==> config.mk <==
export PLATFORM = sky130hd
export DESIGN_NAME = comefa_bitserial_ctrl
export DESIGN_NICKNAME = d
export VERILOG_FILES = /design/src/rtl/comefa_bitserial_ctrl.sv
export SDC_FILE = /design/constraint.sdc
export NUM_CORES = 1
export LEC_CHECK = 0
export BUFFER_PORTS_ARGS = -buffer_cell sky130_fd_sc_hd__buf_2
export CORE_MARGIN = 2
export CORE_UTILIZATION = 50
export DETAILED_ROUTE_END_ITERATION = 7
export PLACE_DENSITY_LB_ADDON = 0.3
export SLEW_MARGIN = 20
export SYNTH_ARGS = -nofsm -noshare
export SYNTH_HDL_FRONTEND = slang
export SYNTH_SLANG_ARGS = --single-unit
export TNS_END_PERCENT = 100
==> constraint.sdc <==
create_clock -name clk -period 2.62 [get_ports clk]
set_clock_uncertainty 0.15 [all_clocks]
set_input_delay 0.524 -clock clk [delete_from_list [all_inputs] [get_ports clk]]
set_output_delay 0.524 -clock clk [all_outputs]
set_load 0.03 [all_outputs]
==> src/rtl/comefa_bitserial_ctrl.sv <==
// comefa_bitserial_ctrl
//   Sequences the bit-serial command stream for a CoMeFa compute RAM. One
//   accepted start produces a carry-clear command and then one command per
//   operand bit (ADD/AND/OR/XOR). Each command is written to the RAM's
//   command address on port 1.
//
// Configuration:
//   COMEFA_CARRY_OUT_EN - when defined, ADD ends with one extra command that
//                         stores the final carry at row dst_base+nbits.
//
// Ports:
//   clk, resetn        - clock and asynchronous active-low reset
//   start              - one-cycle request, sampled only while idle
//   op                 - 00 ADD, 01 AND, 10 OR, 11 XOR
//   src1_base, src2_base, dst_base - LSB rows of operands and destination
//   nbits              - operand width in bits (0 completes with no command)
//   stall              - holds sequencing and suppresses command issue
//   busy, done         - operation in progress / one-cycle completion pulse
//   cmd_we, cmd_addr, cmd_data - command write to the compute RAM (we1/addr1/d1)
module comefa_bitserial_ctrl #(
  parameter int                AWIDTH   = 9,
  parameter logic [AWIDTH-1:0] CMD_ADDR = 9'h1FF
) (
  input  logic              clk,
  input  logic              resetn,
  input  logic              start,
  input  logic [1:0]        op,
  input  logic [6:0]        src1_base,
  input  logic [6:0]        src2_base,
  input  logic [6:0]        dst_base,
  input  logic [6:0]        nbits,
  input  logic              stall,
  output logic              busy,
  output logic              done,
  output logic              cmd_we,
  output logic [AWIDTH-1:0] cmd_addr,
  output logic [39:0]       cmd_data
);

`ifdef COMEFA_CARRY_OUT_EN
  typedef enum logic [2:0] {IDLE, CLR, RUN, CARRY, DONE} state_e;
`else
  typedef enum logic [2:0] {IDLE, CLR, RUN, DONE} state_e;
`endif

  localparam logic [1:0] OP_ADD = 2'b00;
  localparam logic [1:0] OP_AND = 2'b01;
  localparam logic [1:0] OP_OR  = 2'b10;

  // Carry-clear command: only predicate and c_rst are set.
  localparam logic [39:0] CLR_CMD = {2'b11, 5'd0, 1'b0, 2'b00, 1'b0, 1'b1,
                                     1'b0, 1'b0, 1'b0, 4'b0000, 21'd0};

  state_e      state_q, state_d;
  logic [6:0]  cnt_q, cnt_d;
  logic [1:0]  op_q, op_d;
  logic [6:0]  src1_q, src1_d, src2_q, src2_d, dst_q, dst_d, nbits_q, nbits_d;
  logic        busy_q, busy_d, done_q, done_d, cmd_we_q, cmd_we_d;
  logic [39:0] cmd_data_q, cmd_data_d;

  // Per-bit compute command. ADD chains the carry latch; logic ops keep it
  // cleared so a stale carry never leaks into the result.
  function automatic logic [39:0] run_cmd(input logic [1:0] cop,
                                          input logic [6:0] d,
                                          input logic [6:0] s2,
                                          input logic [6:0] s1);
    logic [3:0] tt;
    logic       c_rst, c_en;
    case (cop)
      OP_AND:  tt = 4'b1000;
      OP_OR:   tt = 4'b1110;
      default: tt = 4'b0110;
    endcase
    c_en  = (cop == OP_ADD);
    c_rst = (cop != OP_ADD);
    return {2'b11, 5'd0, 1'b1, 2'b01, 1'b0, c_rst, c_en, 1'b0, 1'b0, tt,
            d, s2, s1};
  endfunction

  // Outputs are registered, so this block computes what the command port
  // shows in the next cycle. That lets a start accepted in one cycle put
  // the carry-clear command on the bus in the very next cycle.
  always_comb begin
    state_d    = state_q;
    cnt_d      = cnt_q;
    op_d       = op_q;
    src1_d     = src1_q;
    src2_d     = src2_q;
    dst_d      = dst_q;
    nbits_d    = nbits_q;
    busy_d     = busy_q;
    done_d     = 1'b0;
    cmd_we_d   = 1'b0;
    cmd_data_d = 40'd0;
    case (state_q)
      IDLE: begin
        if (start) begin
          op_d    = op;
          src1_d  = src1_base;
          src2_d  = src2_base;
          dst_d   = dst_base;
          nbits_d = nbits;
          cnt_d   = 7'd0;
          busy_d  = 1'b1;
          if (nbits == 7'd0) begin
            state_d = DONE;
          end else if (stall) begin
            state_d = CLR;
          end else begin
            cmd_we_d   = 1'b1;
            cmd_data_d = CLR_CMD;
            state_d    = RUN;
          end
        end
      end
      CLR: begin
        if (!stall) begin
          cmd_we_d   = 1'b1;
          cmd_data_d = CLR_CMD;
          state_d    = RUN;
        end
      end
      RUN: begin
        if (!stall) begin
          // 7-bit row sums wrap naturally at 128.
          cmd_we_d   = 1'b1;
          cmd_data_d = run_cmd(op_q, dst_q + cnt_q, src2_q + cnt_q,
                               src1_q + cnt_q);
          if (cnt_q == nbits_q - 7'd1) begin
            cnt_d = 7'd0;
`ifdef COMEFA_CARRY_OUT_EN
            state_d = (op_q == OP_ADD) ? CARRY : DONE;
`else
            state_d = DONE;
`endif
          end else begin
            cnt_d = cnt_q + 7'd1;
          end
        end
      end
`ifdef COMEFA_CARRY_OUT_EN
      CARRY: begin
        if (!stall) begin
          // port=1 writes the carry latch rather than the truth-table result.
          cmd_we_d   = 1'b1;
          cmd_data_d = {2'b11, 5'd0, 1'b1, 2'b01, 1'b1, 1'b0, 1'b0, 1'b0,
                        1'b0, 4'b0000, dst_q + nbits_q, 7'd0, 7'd0};
          state_d    = DONE;
        end
      end
`endif
      DONE: begin
        done_d  = 1'b1;
        busy_d  = 1'b0;
        state_d = IDLE;
      end
      default: state_d = IDLE;
    endcase
  end

  always_ff @(posedge clk or negedge resetn) begin
    if (!resetn) begin
      state_q    <= IDLE;
      cnt_q      <= 7'd0;
      op_q       <= 2'b00;
      src1_q     <= 7'd0;
      src2_q     <= 7'd0;
      dst_q      <= 7'd0;
      nbits_q    <= 7'd0;
      busy_q     <= 1'b0;
      done_q     <= 1'b0;
      cmd_we_q   <= 1'b0;
      cmd_data_q <= 40'd0;
    end else begin
      state_q    <= state_d;
      cnt_q      <= cnt_d;
      op_q       <= op_d;
      src1_q     <= src1_d;
      src2_q     <= src2_d;
      dst_q      <= dst_d;
      nbits_q    <= nbits_d;
      busy_q     <= busy_d;
      done_q     <= done_d;
      cmd_we_q   <= cmd_we_d;
      cmd_data_q <= cmd_data_d;
    end
  end

  assign busy     = busy_q;
  assign done     = done_q;
  assign cmd_we   = cmd_we_q;
  assign cmd_data = cmd_data_q;
  assign cmd_addr = CMD_ADDR;

endmodule
==> summary.md, run 1 <==
| Metric | Value |
|---|---|
| Sw frac | `38.71%` |
| Cts bufs inserted | `9` |
| CP Capture Type | `flop` |
| YS warnings | `0` |
| Outcome | `finished, final reports clean` |
| Setup-failing EPs final | `0` |
| Antenna Cells | `0` |
| Die width | `89.85 µm` |
| PwrDens | `1155 mW/mm²` |
| Overall routing resource usage | `18.66%` |
| Vias per cell | `4.978` |
| Startpoint Class | `flop` |
| Max stage delay cell, worst path | `dfrtp_1` |
| Number of hold buffers added after cts | `0` |
| Max Slew Vio Count | `0` |
| Maxcap violations | `0` |
| Post-synth EDFFs | `0` |
| Synth top cells by count | `dfrtp_1, inv_1, mux2_2` |
| Count leader, synth | `dfrtp_1` |
| Mapped Cells | `338` |
| Setup TNS | `0 ns` |
| CTS tree | `yes` |
| Worst VDD drop | `between 400 and 500 µV` |
| Fmax achieved | `between 400 and 500 MHz` |
| Total I/O pin count | `86` |
| Reg2Reg Setup Slack | `0.20 ns` |
| Hold Vio Cnt, Final | `0` |
| Row cnt | `31` |
| Initial antenna violation count | `0` |
| Share of the synthesized area in the top cell type | `roughly 47%` |
| Post-route setup slack | `0.1951 ns` |
| Sequential share of power | `35.3%` |
| H-Tree Depth | `3` |
| CTS Buffer Depth | `2` |
| Sw power | `1.922 mW` |
| Ys async rst share | `100.0%` |
| Top_reg_cell synth | `dfrtp_1` |
| Routed WL per cell | `around 14 µm` |
| DRT iter0 DRCs | `109` |
| Initial Util | `51.35%` |
| Post-Syn Area | `0.003685 mm²` |
| Gates resized, CTS repair | `0` |
| Largest net degree at the start of global routing | `70` |
| WS Path Type | `reg2reg` |
| Post-CTS Setup Bufs | `0` |
| Final Cycle Share | `92.55%` |
| Routed wire length | `7083 µm` |
| Unique masters post-synth | `44` |
| Clk pwr share | `21.4%` |
| DR pass1 iterations | `5` |
| Hold Crit Class | `in2async` |
| Vias post-DR | `around 2.5k` |
| WP data required | `2.70 ns` |
| Final ANT Viol Nets | `0` |
| Sinks on Clock Net | `69` |
| Total grt overflow | `0` |
| Hpwl dp | `5137 µm` |
| Number of synthesized register bits | `69` |
| Syn avg cell area | `10.90 µm²` |
| Unrepaired setup endpoints after global routing | `false` |
| Measured slew at the worst slew-check pin | `0.6009 ns` |
| Register area share after synthesis | `46.86%` |
| Layout Nets | `470` |
| Combinational power share | `between 40 and 50%` |
| Static Leak | `2.193 nW` |
| Share of layout cells above drive strength 1 | `29.93%` |
| Clock Latency Late Sink | `about 0.34 ns` |
| Peak per-stage delay on the critical path | `0.57 ns` |
| Global-route wire length before repair | `11880 µm` |
| Post-layout min period | `2.425 ns` |
| Relative slew slack | `59.79%` |
| Most Frequent Cell on Critical Path | `o21ai_0` |
| Main area contributors after synthesis | `dfrtp_1, mux2_2, ha_1, buf_4, xnor2_1` |
| Internal power | `around 3.0 mW` |
| DRC | `0` |
| Port bufs | `66` |
| Height of the die | `89.85 µm` |
| FF-to-FF Start | `cnt_q[0]` |
| Total core area | `0.007176 mm²` |
| R2R cell count | `8` |
| DIE AREA | `0.008072 mm²` |
| Crit path DAT | `2.51 ns` |
| Yosys top cell by area | `dfrtp_1` |
| CTS clock-pin slew for the worst setup and hold paths | `0.07 ns` |
| Crit path max fanout | `9` |
| Final Wtd Congestion | `0.8308` |
| Area growth, synth to finish | `16.64%` |
| Vias in the first global route | `2493` |
| Crit path cell chain | `ha_1, inv_1, fa_1, nor2b_1, o21ai_0, a21boi_0, o21ai_0, a31o_2` |
| R2R Path End | `cmd_data[6]` |
| Dpl ws | `0.2339 ns` |
| Root Buffer | `clkbuf_8` |
==> worst max-delay path, delay by kind of cell, from the launching register on <==
| kind | cells | cell delay (ns) |
|---|---|---|
| compound gates | 4 | 0.77 |
| flops | 1 | 0.57 |
| simple gates | 1 | 0.15 |
| buf+inv | 1 | 0.06 |
| fa+ha+maj | 2 | 0.62 |
==> cell type report <==
| type | count | area (µm²) |
|---|---|---|
| sequential | 69 | 1727 |
| clock buffer | 11 | 141.4 |
| timing repair buffer | 70 | 372.9 |
| tap | 99 | 123.9 |
| inverter | 31 | 116.4 |
| multi-input combinational | 225 | 1709 |
| fill | 608 | 2878 |
| clock inverter | 5 | 107.6 |
==> layout by cell type (no fill, tap or decap), drive strengths merged, types with 11 or more instances in the layout <==
cell and count:
buf 70, dfrtp 69, inv 31, mux2 31, ha 27, nor2 23
conb 19, o21ai 17, xnor2 15, nand2 15, a21oi 12, nor3 11
clkbuf 11
==> worst max path at each step <==
stage	from	endpoint	slack (ns)	cells past startpoint
2_1_floorplan	cnt_q[0]	cmd_data[6]	0.51	8
3_3_place_gp	cnt_q[0]	cmd_data[6]	0.35	8
3_5_place_dp	cnt_q[0]	cmd_data[6]	0.23	8
4_1_cts	cnt_q[0]	cmd_data[6]	0.22	8
5_1_grt	cnt_q[0]	cmd_data[6]	0.02	8
6_report	cnt_q[0]	cmd_data[6]	0.20	8
==> layer usage <==
layer	vias to the layer above	wire, µm	track usage [%]
li1	1234	-	-
met1	1214	3273	24.79
met2	76	3277	29.61
met3	15	353	3.521
met4	0	179	9.231
met5	-	0	0
==> metrics by stage <==
stage | power [mW] | util, % | hold WS, ns | area (µm²) | instances
after detailed placement | 3.917 | 56.43 | 0.3522 | 4049 | 494
after floorplan | 3.398 | - | 0.07841 | 3749 | 355
after global routing | 5.309 | 59.90 | 0.06436 | 4298 | 510
after CTS | 4.997 | 59.90 | 0.04853 | 4298 | 510
final | 4.964 | 59.90 | 0.01181 | 4298 | 510
after global placement | 3.853 | 56.43 | 0.3451 | 4049 | 494
==> kinds of logic (layout without fill, tap and decap cells) <==
| kind of cell | count (synthesis) | in the layout | synth area share [%] |
|---|---|---|---|
| compound gates | 48 | 48 | 8.625 |
| xor+xnor | 23 | 23 | 5.467 |
| fa+ha+maj | 30 | 30 | 10.80 |
| buf+inv | 61 | 117 | 8.489 |
| flops | 69 | 69 | 46.86 |
| mux | 32 | 32 | 9.745 |
| other cells | 2 | 19 | 0.2038 |
| simple gates | 73 | 73 | 9.814 |
==> power by group through the flow <==
| stage | sequential, mW | combinational, mW | clock [mW] |
|---|---|---|---|
| after global placement | 1.76 | 2.09 | 0 |
| after floorplan | 1.94 | 1.46 | 0 |
| after global routing | 1.81 | 2.38 | 1.12 |
| after detailed placement | 1.77 | 2.14 | 0 |
| after CTS | 1.75 | 2.16 | 1.08 |
| final | 1.75 | 2.15 | 1.06 |
==> flip-flops by register name, summed over array words and instances (netlist names) <==
name / flops
dst_q: 7
src2_q: 7
state_q: 2
op_q: 2
cmd_we: 1
nbits_q: 7
cnt_q: 7
busy: 1
cmd_data: 27
src1_q: 7
done: 1
(Power assumes the default switching activity.)
==> run 2: changes to the inputs <==
--- a/config.mk
+++ b/config.mk
@@ -10,6 +10,7 @@
 export CORE_UTILIZATION = 50
 export DETAILED_ROUTE_END_ITERATION = 7
 export PLACE_DENSITY_LB_ADDON = 0.3
+export SETUP_SLACK_MARGIN = 0.4
 export SLEW_MARGIN = 20
 export SYNTH_ARGS = -nofsm -noshare
 export SYNTH_HDL_FRONTEND = slang
==> run 2 against run 1 <==
Compared with the run above:
- flip-flop and latch count unchanged
- fmax increased by 13%
- total power is 2.4% higher
- largest power group unchanged
==> summary.md, run 2 (same netlist as run 1, synthesis figures left out) <==
| Metric | Value |
|---|---|
| Fillers | `604` |
| Clk pwr share | `20.9%` |
| Crit path max fanout | `8` |
| Hold Crit Class | `in2async` |
| CTS tree | `yes` |
| Worst VDD drop | `between 400 and 500 µV` |
| Height of the die | `approximately 90 µm` |
| PwrDens | `1158 mW/mm²` |
| Sw power | `1.978 mW` |
| Max reg flops | `27` |
| R2R cell count | `5` |
| Share of layout cells above drive strength 1 | `between 30% and 40%` |
| Reg2Reg Setup Slack | `around 0.48 ns` |
| Antenna Cells | `0` |
| WS Path Type | `reg2reg` |
| Global-route wire length before repair | `about 12000 µm` |
| Internal power | `3.108 mW` |
| Initial Util | `51.35%` |
| Post-route cell area | `0.004393 mm²` |
| Area growth, synth to finish | `19.22%` |
| Total grt overflow | `0` |
| Commonest non-fill, non-tap cell in the layout | `buf_2` |
| DRT iter0 DRCs | `102` |
| Met3 Wirelength | `between 300 and 400 µm` |
| Maxcap violations | `0` |
| Clock Latency Late Sink | `0.34 ns` |
| Startpoint Class | `flop` |
| Port bufs | `66` |
| CTS clock-pin slew for the worst setup and hold paths | `0.07 ns` |
| CTS Buffer Depth | `2` |
| Wl on met1 | `3278 µm` |
| Fmax achieved | `467.3 MHz` |
| Crit path DAT | `2.22 ns` |
| Cts bufs inserted | `9` |
| Most frequent cells in the layout | `buf_2, dfrtp_1, mux2_2` |
| Sw frac | `38.89%` |
| Vias per cell | `slightly below 5` |
| Layout Nets | `around 480` |
| Setup TNS | `0 ns` |
| DIE AREA | `between 0.008 and 0.009 mm²` |
| Routed wire length | `7221 µm` |
| Unrepaired setup endpoints after global routing | `true` |
| DR pass1 iterations | `4` |
| Dpl cell area | `roughly 0.0040 mm²` |
| DRC | `0` |
| Vias in the first global route | `about 2.5k` |
| WP data required | `roughly 2.7 ns` |
| H-Tree Depth | `3` |
| Max Slew Vio Count | `0` |
| Final ANT Viol Nets | `0` |
| Relative slew slack | `60.36%` |
| Hpwl dp | `5137 µm` |
| Vias post-DR | `2545` |
| R2R Path End | `cnt_q[1]` |
| Combinational power share | `44.7%` |
| Total core area | `between 0.007 and 0.008 mm²` |
| Root Buffer | `clkbuf_8` |
| Sequential share of power | `34.4%` |
| Total I/O pin count | `86` |
| Die width | `between 80 and 90 µm` |
| Setup-failing EPs final | `0` |
| Number of hold buffers added after cts | `0` |
| DR WL met2 | `3451 µm` |
| Overall routing resource usage | `around a fifth` |
| Routed WL per cell | `roughly 14 µm` |
| Final Cycle Share | `81.68%` |
| Final Wtd Congestion | `0.8308` |
| Post-layout min period | `2.140 ns` |
| FF-to-FF Start | `nbits_q[2]` |
| Row cnt | `31` |
| Measured slew at the worst slew-check pin | `0.5924 ns` |
| CP Capture Type | `flop` |
| Hold Vio Cnt, Final | `0` |
| DR top layer | `met4` |
| Sinks on Clock Net | `between 60 and 70` |
| Largest net degree at the start of global routing | `70` |
| Static Leak | `2.228 nW` |
| Initial antenna violation count | `0` |
| Outcome | `finished, final reports clean` |
-- run 2: changes by cell type in the layout (fill, tap and decap cells not counted), sizes merged --
cell	before	now
buf	70	75
clkinvlp	0	1
inv	31	30
-- run 2: how the worst max path moves through the flow --
stage / from / end / slack (ns) / depth (start not counted)
2_1_floorplan: cnt_q[0] / cmd_data[6] / 0.51 / 8
5_1_grt: state_q[1] / cnt_q[3] / 0.36 / 7
3_5_place_dp: cnt_q[0] / cmd_data[6] / 0.23 / 8
3_3_place_gp: cnt_q[0] / cmd_data[6] / 0.35 / 8
4_1_cts: cnt_q[2] / cmd_data[6] / 0.41 / 7
6_report: nbits_q[2] / cnt_q[1] / 0.48 / 5
-- run 2: stage by stage --
step	utilization (%)	cells	hold slack, ns	total power, mW	setup WS (ns)
6_report	61.22	515	0.01234	5.086	0.4800
5_1_grt	61.22	515	0.06429	5.432	0.3560
4_1_cts	60.03	511	0.04851	5.009	0.4067
3_5_place_dp	56.43	494	0.3522	3.917	0.2339
3_3_place_gp	56.43	494	0.3451	3.853	0.3536
2_1_floorplan	-	355	0.07841	3.398	0.5052
-- run 2: layout make-up --
class	instances	area, µm²	area share, %
clock buffer	11	141.4	3.218
clock inverter	5	107.6	2.449
inverter	31	120.1	2.734
multi-input combinational	225	1758	40.02
sequential	69	1732	39.42
tap	99	123.9	2.820
timing repair buffer	75	410.4	9.342
-- run 2: power groups by stage --
stage          clock (mW)  sequential, mW  combinational, mW
6_report             1.06            1.75               2.27
2_1_floorplan           0            1.94               1.46
4_1_cts              1.08            1.75               2.18
5_1_grt              1.12            1.81               2.50
3_5_place_dp            0            1.77               2.14
3_3_place_gp            0            1.76               2.09
-- run 2: metal layers --
layer | up-vias | track usage [%]
met4 | 0 | 8.974
met2 | 74 | 29.48
met5 | - | 0
li1 | 1242 | -
met1 | 1218 | 24.90
met3 | 11 | 3.688
-- run 2: critical path: stages (launching register included) --
cell and delay (ns):
dfrtp_2 0.46, or4_1 0.51, nor2_1 0.12, xnor2_1 0.19, a41oi_4 0.26, a32o_1 0.33
-- run 2: what timing repair did --
item | in CTS | in global routing
endpoints found under the setup margin | 3 | 12
pin swaps | 0 | 4
resized for setup | 2 | 21
buffers inserted | 1 | 4
